`src/rtl/insn_monitor_if.sv`:
```
// Instruction monitor bus: controller status in, display drive out.
// master = controller side, slave = monitor side.
interface insn_monitor_if;
    logic [3:0]  state;
    logic [3:0]  insn_type;
    logic [3:0]  insn_code;
    logic [2:0]  insn_stage;
    logic        mode_btn;
    logic [7:0]  seg;
    logic [3:0]  an;
    logic [15:0] insn_cnt;

    modport master (
        output state,
        output insn_type,
        output insn_code,
        output insn_stage,
        output mode_btn,
        input  seg,
        input  an,
        input  insn_cnt
    );

    modport slave (
        input  state,
        input  insn_type,
        input  insn_code,
        input  insn_stage,
        input  mode_btn,
        output seg,
        output an,
        output insn_cnt
    );
endinterface

```
`src/rtl/insn_monitor.sv`:
```
// Four-digit hex monitor of controller state and retired-insn count.
// Optional CYCLE_COUNT_EN adds a cycle counter shown as page 2.
module insn_monitor #(
    parameter logic [15:0] SCAN_DIV = 16'd50000
) (
    input  logic         clk,
    input  logic         rst,
    insn_monitor_if.slave bus
);

`ifdef CYCLE_COUNT_EN
    localparam logic [1:0] LAST_PAGE = 2'd2;
`else
    localparam logic [1:0] LAST_PAGE = 2'd1;
`endif

    logic [15:0] scan_cnt;
    logic [1:0]  idx;
    logic        btn_s1;
    logic        btn_s2;
    logic        btn_s3;
    logic        btn_rise;
    logic [1:0]  page;
    logic [2:0]  prev_stage;
    logic        retire;
    logic [15:0] cnt;
    logic [15:0] page_word;
    logic [3:0]  nibble;
    logic [7:0]  seg_dec;
    logic [7:0]  seg_q;
    logic [3:0]  an_q;
`ifdef CYCLE_COUNT_EN
    logic [15:0] cyc_cnt;
`endif

    assign btn_rise = btn_s2 & ~btn_s3;
    assign retire   = (bus.insn_stage == 3'b000) &&
                      (prev_stage != 3'b000);

    // Scan divider and digit index.
    always_ff @(posedge clk) begin
        if (rst) begin
            scan_cnt <= 16'd0;
            idx      <= 2'd0;
        end else if (scan_cnt == SCAN_DIV - 16'd1) begin
            scan_cnt <= 16'd0;
            idx      <= idx + 2'd1;
        end else begin
            scan_cnt <= scan_cnt + 16'd1;
        end
    end

    // Button synchronizer plus one flop for edge detection.
    always_ff @(posedge clk) begin
        if (rst) begin
            btn_s1 <= 1'b0;
            btn_s2 <= 1'b0;
            btn_s3 <= 1'b0;
        end else begin
            btn_s1 <= bus.mode_btn;
            btn_s2 <= btn_s1;
            btn_s3 <= btn_s2;
        end
    end

    // Page select, advanced on each synchronized press.
    always_ff @(posedge clk) begin
        if (rst) begin
            page <= 2'd0;
        end else if (btn_rise) begin
            page <= (page == LAST_PAGE) ? 2'd0 : page + 2'd1;
        end
    end

    // Retire counter: count entry into IF, not time spent in it.
    always_ff @(posedge clk) begin
        if (rst) begin
            prev_stage <= 3'b000;
            cnt        <= 16'd0;
        end else begin
            prev_stage <= bus.insn_stage;
            if (retire) begin
                cnt <= cnt + 16'd1;
            end
        end
    end

`ifdef CYCLE_COUNT_EN
    // Free-running cycle counter.
    always_ff @(posedge clk) begin
        if (rst) begin
            cyc_cnt <= 16'd0;
        end else begin
            cyc_cnt <= cyc_cnt + 16'd1;
        end
    end
`endif

    // Select the 16-bit word for the current page.
    always_comb begin
        page_word = {bus.insn_type, bus.insn_code,
                     1'b0, bus.insn_stage, bus.state};
        case (page)
            2'd1:    page_word = cnt;
`ifdef CYCLE_COUNT_EN
            2'd2:    page_word = cyc_cnt;
`endif
            default: ;
        endcase
    end

    assign nibble = page_word[{idx, 2'b00} +: 4];

    // Common-anode hex decode, dp held off.
    always_comb begin
        seg_dec = 8'hFF;
        case (nibble)
            4'h0: seg_dec = 8'hC0;
            4'h1: seg_dec = 8'hF9;
            4'h2: seg_dec = 8'hA4;
            4'h3: seg_dec = 8'hB0;
            4'h4: seg_dec = 8'h99;
            4'h5: seg_dec = 8'h92;
            4'h6: seg_dec = 8'h82;
            4'h7: seg_dec = 8'hF8;
            4'h8: seg_dec = 8'h80;
            4'h9: seg_dec = 8'h90;
            4'hA: seg_dec = 8'h88;
            4'hB: seg_dec = 8'h83;
            4'hC: seg_dec = 8'hC6;
            4'hD: seg_dec = 8'hA1;
            4'hE: seg_dec = 8'h86;
            4'hF: seg_dec = 8'h8E;
            default: seg_dec = 8'hFF;
        endcase
    end

    // Registered digit drive, one cycle behind idx.
    always_ff @(posedge clk) begin
        if (rst) begin
            seg_q <= 8'hFF;
            an_q  <= 4'hF;
        end else begin
            seg_q <= seg_dec;
            an_q  <= ~(4'b0001 << idx);
        end
    end

    assign bus.seg      = seg_q;
    assign bus.an       = an_q;
    assign bus.insn_cnt = cnt;

endmodule

```
`src/flat_wrapper.sv`:
```
// flat-port wrapper written by rule: the top's interface ports become plain ports
module insn_monitor_flat 
#(
    parameter logic [15:0] SCAN_DIV = 16'd50000
)
  (clk, rst, bus_state, bus_insn_type, bus_insn_code, bus_insn_stage, bus_mode_btn, bus_seg, bus_an, bus_insn_cnt);
  insn_monitor_if bus_i ();
  input  logic clk;
  input  logic rst;
  input wire logic [$bits(bus_i.state)-1:0] bus_state;
  input wire logic [$bits(bus_i.insn_type)-1:0] bus_insn_type;
  input wire logic [$bits(bus_i.insn_code)-1:0] bus_insn_code;
  input wire logic [$bits(bus_i.insn_stage)-1:0] bus_insn_stage;
  input wire logic [$bits(bus_i.mode_btn)-1:0] bus_mode_btn;
  output wire logic [$bits(bus_i.seg)-1:0] bus_seg;
  output wire logic [$bits(bus_i.an)-1:0] bus_an;
  output wire logic [$bits(bus_i.insn_cnt)-1:0] bus_insn_cnt;
  assign bus_i.state = bus_state;
  assign bus_i.insn_type = bus_insn_type;
  assign bus_i.insn_code = bus_insn_code;
  assign bus_i.insn_stage = bus_insn_stage;
  assign bus_i.mode_btn = bus_mode_btn;
  assign bus_seg = bus_i.seg;
  assign bus_an = bus_i.an;
  assign bus_insn_cnt = bus_i.insn_cnt;
  insn_monitor #(.SCAN_DIV(SCAN_DIV)) u_core (.clk(clk), .rst(rst), .bus(bus_i));
endmodule
```
`config.mk`:
```
export PLATFORM = sky130hd
export DESIGN_NAME = insn_monitor_flat
export DESIGN_NICKNAME = d
export VERILOG_FILES = /design/src/rtl/insn_monitor_if.sv /design/src/rtl/insn_monitor.sv /design/src/flat_wrapper.sv
export SDC_FILE = /design/constraint.sdc
export NUM_CORES = 1
export LEC_CHECK = 0
export BUFFER_PORTS_ARGS = -buffer_cell sky130_fd_sc_hd__buf_4
export CELL_PAD_IN_SITES_DETAIL_PLACEMENT = 1
export CELL_PAD_IN_SITES_GLOBAL_PLACEMENT = 2
export CORE_ASPECT_RATIO = 1.75
export CORE_MARGIN = 8
export CORE_UTILIZATION = 30
export CTS_CLUSTER_SIZE = 16
export DETAILED_ROUTE_END_ITERATION = 7
export MAX_ROUTING_LAYER = met4
export PLACE_DENSITY = 0.83
export SYNTH_ARGS = -nofsm -noshare
export SYNTH_HDL_FRONTEND = slang
export SYNTH_SLANG_ARGS = --single-unit
```
`constraint.sdc`:
```
create_clock -name clk -period 5.1 [get_ports clk]
set_clock_uncertainty 0.1 [all_clocks]
set_input_delay 0.255 -clock clk [delete_from_list [all_inputs] [get_ports clk]]
set_output_delay 0.255 -clock clk [all_outputs]
set_load 0.01 [all_outputs]
```
==> results.yml <==
synthesis:
  synth_cells: 276
  avgSynthCellArea_um2: 9.461
  synth_ff_type: "dfxtp_1"
  synth-edff-count: 0
  synth-seq-cells: 53
  synth-seq-area-share_pct: 40.63
  async_flop_share_pct: 0
  synth_fa_ha_area_share_pct: 5.750
  synth_top_family_by_area: "simple AND/OR/NAND/NOR gates"
  synth_area_leader_cell: "dfxtp_1"
  synth_nets: 306
  synth.distinct_cells: 47
  synth_top_cell_area_share_pct: 40.63
  yosys_warnings: 0
  synthTopCellsByArea: "dfxtp_1, ha_1, xnor2_1"
  synth_mux_area_share_pct: 7.667
  synth_compound_gate_area_share_pct: 8.002
  yosys.area_share.simple_pct: 24.29
  synth_xor_area_share_pct: 8.721
  synth_area_mm2: 0.002611
grt:
  grtUsageTotal_pct: 12.35
  grt_pass1_vias: 2315
  grt_pass1_wl_um: 11450
  grt-ovfl-total: 0
  antenna_found_initial: 0
  grt_max_degree: 29
routing:
  num_vias: 2154
  post-route-drc-count: 0
  ant_nets: 0
  wirelength_um: 6958
  drt_iter0_drc: 49
  wl_per_cell_um: 16.11
  viasPerCell: 4.986
  firstDrtPassIters: 4
cells_and_area:
  nets: 344
  drive_above_1_share_pct: 20.32
  fin_util_pct: 37.12
  antenna-diode-count: 0
  stdcell_area_mm2: 0.003177
  area_growth_pct: 21.66
  final_common_cell: "dfxtp_1"
  stdcell_count: 432
  nFillCells: 1030
  final_cell_mix: "dfxtp_1, buf_4, nor2_1, nand2_1"
clock_network:
  cts_sinks: 53
  cts_made_buffers: 5
  cts_resized: 0
  h-tree-depth: 2
  cts_tree: "yes"
  clk_path_buf_depth: 2
  cts_setup_buffers: 0
  ctsRootBufferMaster: "clkbuf_16"
  postCtsHoldBufs: 0
  clk_latency_ns: 0.29
  path_clk_slew_ns: 0.07
setup_path:
  cp_data_required_time_ns: 5.21
  arrival_ns: 2.76
  worst-path-buf-inv: 1
  cp_max_fo: 10
  slowest_stage: "mux4_1"
  worstPathCellList: "mux4_1, mux2_2, inv_1, ha_1, nand4_1, a21boi_0, o221ai_1"
  worstSetupStartpointType: "flip-flop"
  slowest_delay_ns: 0.61
  path_class: "reg -> reg"
  critPathTopFamily: "multiplexers"
  end_kind: "flip-flop"
placed_design:
  gp_congestion: 0.8193
  dp.final_hpwl_um: 5448
  portBuffers: 44
  placed_cell_area_mm2: 0.003004
  place_inst: 424
status:
  run_status: "finished clean"
timing:
  fin_crit_ns: 2.653
  setup-violations-final: 0
  fin_setup_tns_ns: 0
  rsz0062_at_grt: "no"
  fmax_mhz: 377.0
  fin_hold_ws_ns: 0.07343
  worstMarginPinSlew_ns: 0.6340
  max_slew_margin_pct: 56.64
  slew_violations: 0
  period_share_pct: 52.02
  hold_viol: 0
floorplan:
  dieArea_mm2: 0.01206
  num_rows: 45
  ioPinCount: 46
  fp.dieH_um: 139.4
  initial_core_util_pct: 30.51
  dieWidth_um: 86.53
  core_area_mm2: 0.008558
worst_hold_path:
  hp-class: "in -> reg"
power:
  vdd_ir_drop_max_uv: 155.2
  power_density_mw_per_mm2: 285.6
  p_leak_nw: 1.208
run:
  cap_violations: 0
metrics by stage:
stage          power, mW  worst slack, ns
6_report          0.9074            2.447
5_1_grt           0.9497            2.267
4_1_cts           0.9234            2.455
3_5_place_dp      0.5262            2.492
3_3_place_gp      0.5238            2.596
2_1_floorplan     0.4936            2.766
Yosys cell counts, types with 2 or more instances:
cell	n
nand4_1	6
nand3_1	16
mux2_2	4
a21boi_0	2
buf_4	2
a2111oi_0	2
nor3_1	8
nand4b_1	3
nor2b_1	7
o21ai_0	5
buf_6	2
nor2_1	34
nand2_1	19
a21oi_1	7
ha_1	12
nor4_1	4
and3_1	3
xor2_1	10
mux2i_1	5
mux4_1	4
and3b_2	4
inv_1	11
xnor2_1	16
o221ai_1	4
clkbuf_1	6
or3_1	7
dfxtp_1	53
where the power goes:
part | switching, mW | internal (mW) | total [mW]
combinational | 0.0443 | 0.0392 | 0.0835
sequential | 0.00627 | 0.426 | 0.432
clock | 0.147 | 0.245 | 0.392
sequential cells by signal, summed over array words and instances, names as in the netlist:
name and count:
u_core.idx 2, u_core.btn_s2 1, u_core.prev_stage 3, u_core.bus.an 4
u_core.btn_s1 1, u_core.page 2, u_core.scan_cnt 16, u_core.btn_s3 1
u_core.bus.insn_cnt 16, u_core.bus.seg 7
cell type report:
class,count,area (um^2),share of cell area [%]
sequential,53,1061,33.40
clock inverter,1,30.03,0.9453
tap,117,146.4,4.608
multi-input combinational,199,1425,44.86
inverter,11,41.29,1.300
clock buffer,7,142.6,4.490
timing repair buffer,44,330.3,10.40
worst paths after layout:
path	cells past startpoint	slack, ns	startpoint	end
min reg2reg	1	0.35	u_core.scan_cnt[0]	u_core.scan_cnt[0]
max reg2reg	7	2.45	u_core.idx[0]	u_core.bus.seg[4]
min	2	0.07	bus_mode_btn	u_core.btn_s1
max	7	2.45	u_core.idx[0]	u_core.bus.seg[4]
per-layer routing:
layer | up-vias | GRT usage (%) | wire, um
met5 | - | - | 0
met4 | 0 | 6.119 | 208
met3 | 13 | 2.476 | 212
met2 | 54 | 22.01 | 3833
met1 | 1051 | 12.25 | 2702
li1 | 1036 | - | -
cells by family (layout without fill, tap and decap cells):
group,after synthesis,after routing
simple gates,120,120
flops,53,53
compound gates,27,27
xor+xnor,26,26
buf+inv,24,63
mux,13,13
fa+ha+maj,12,12
other cells,1,1
Power figures use the tool's default switching activity.
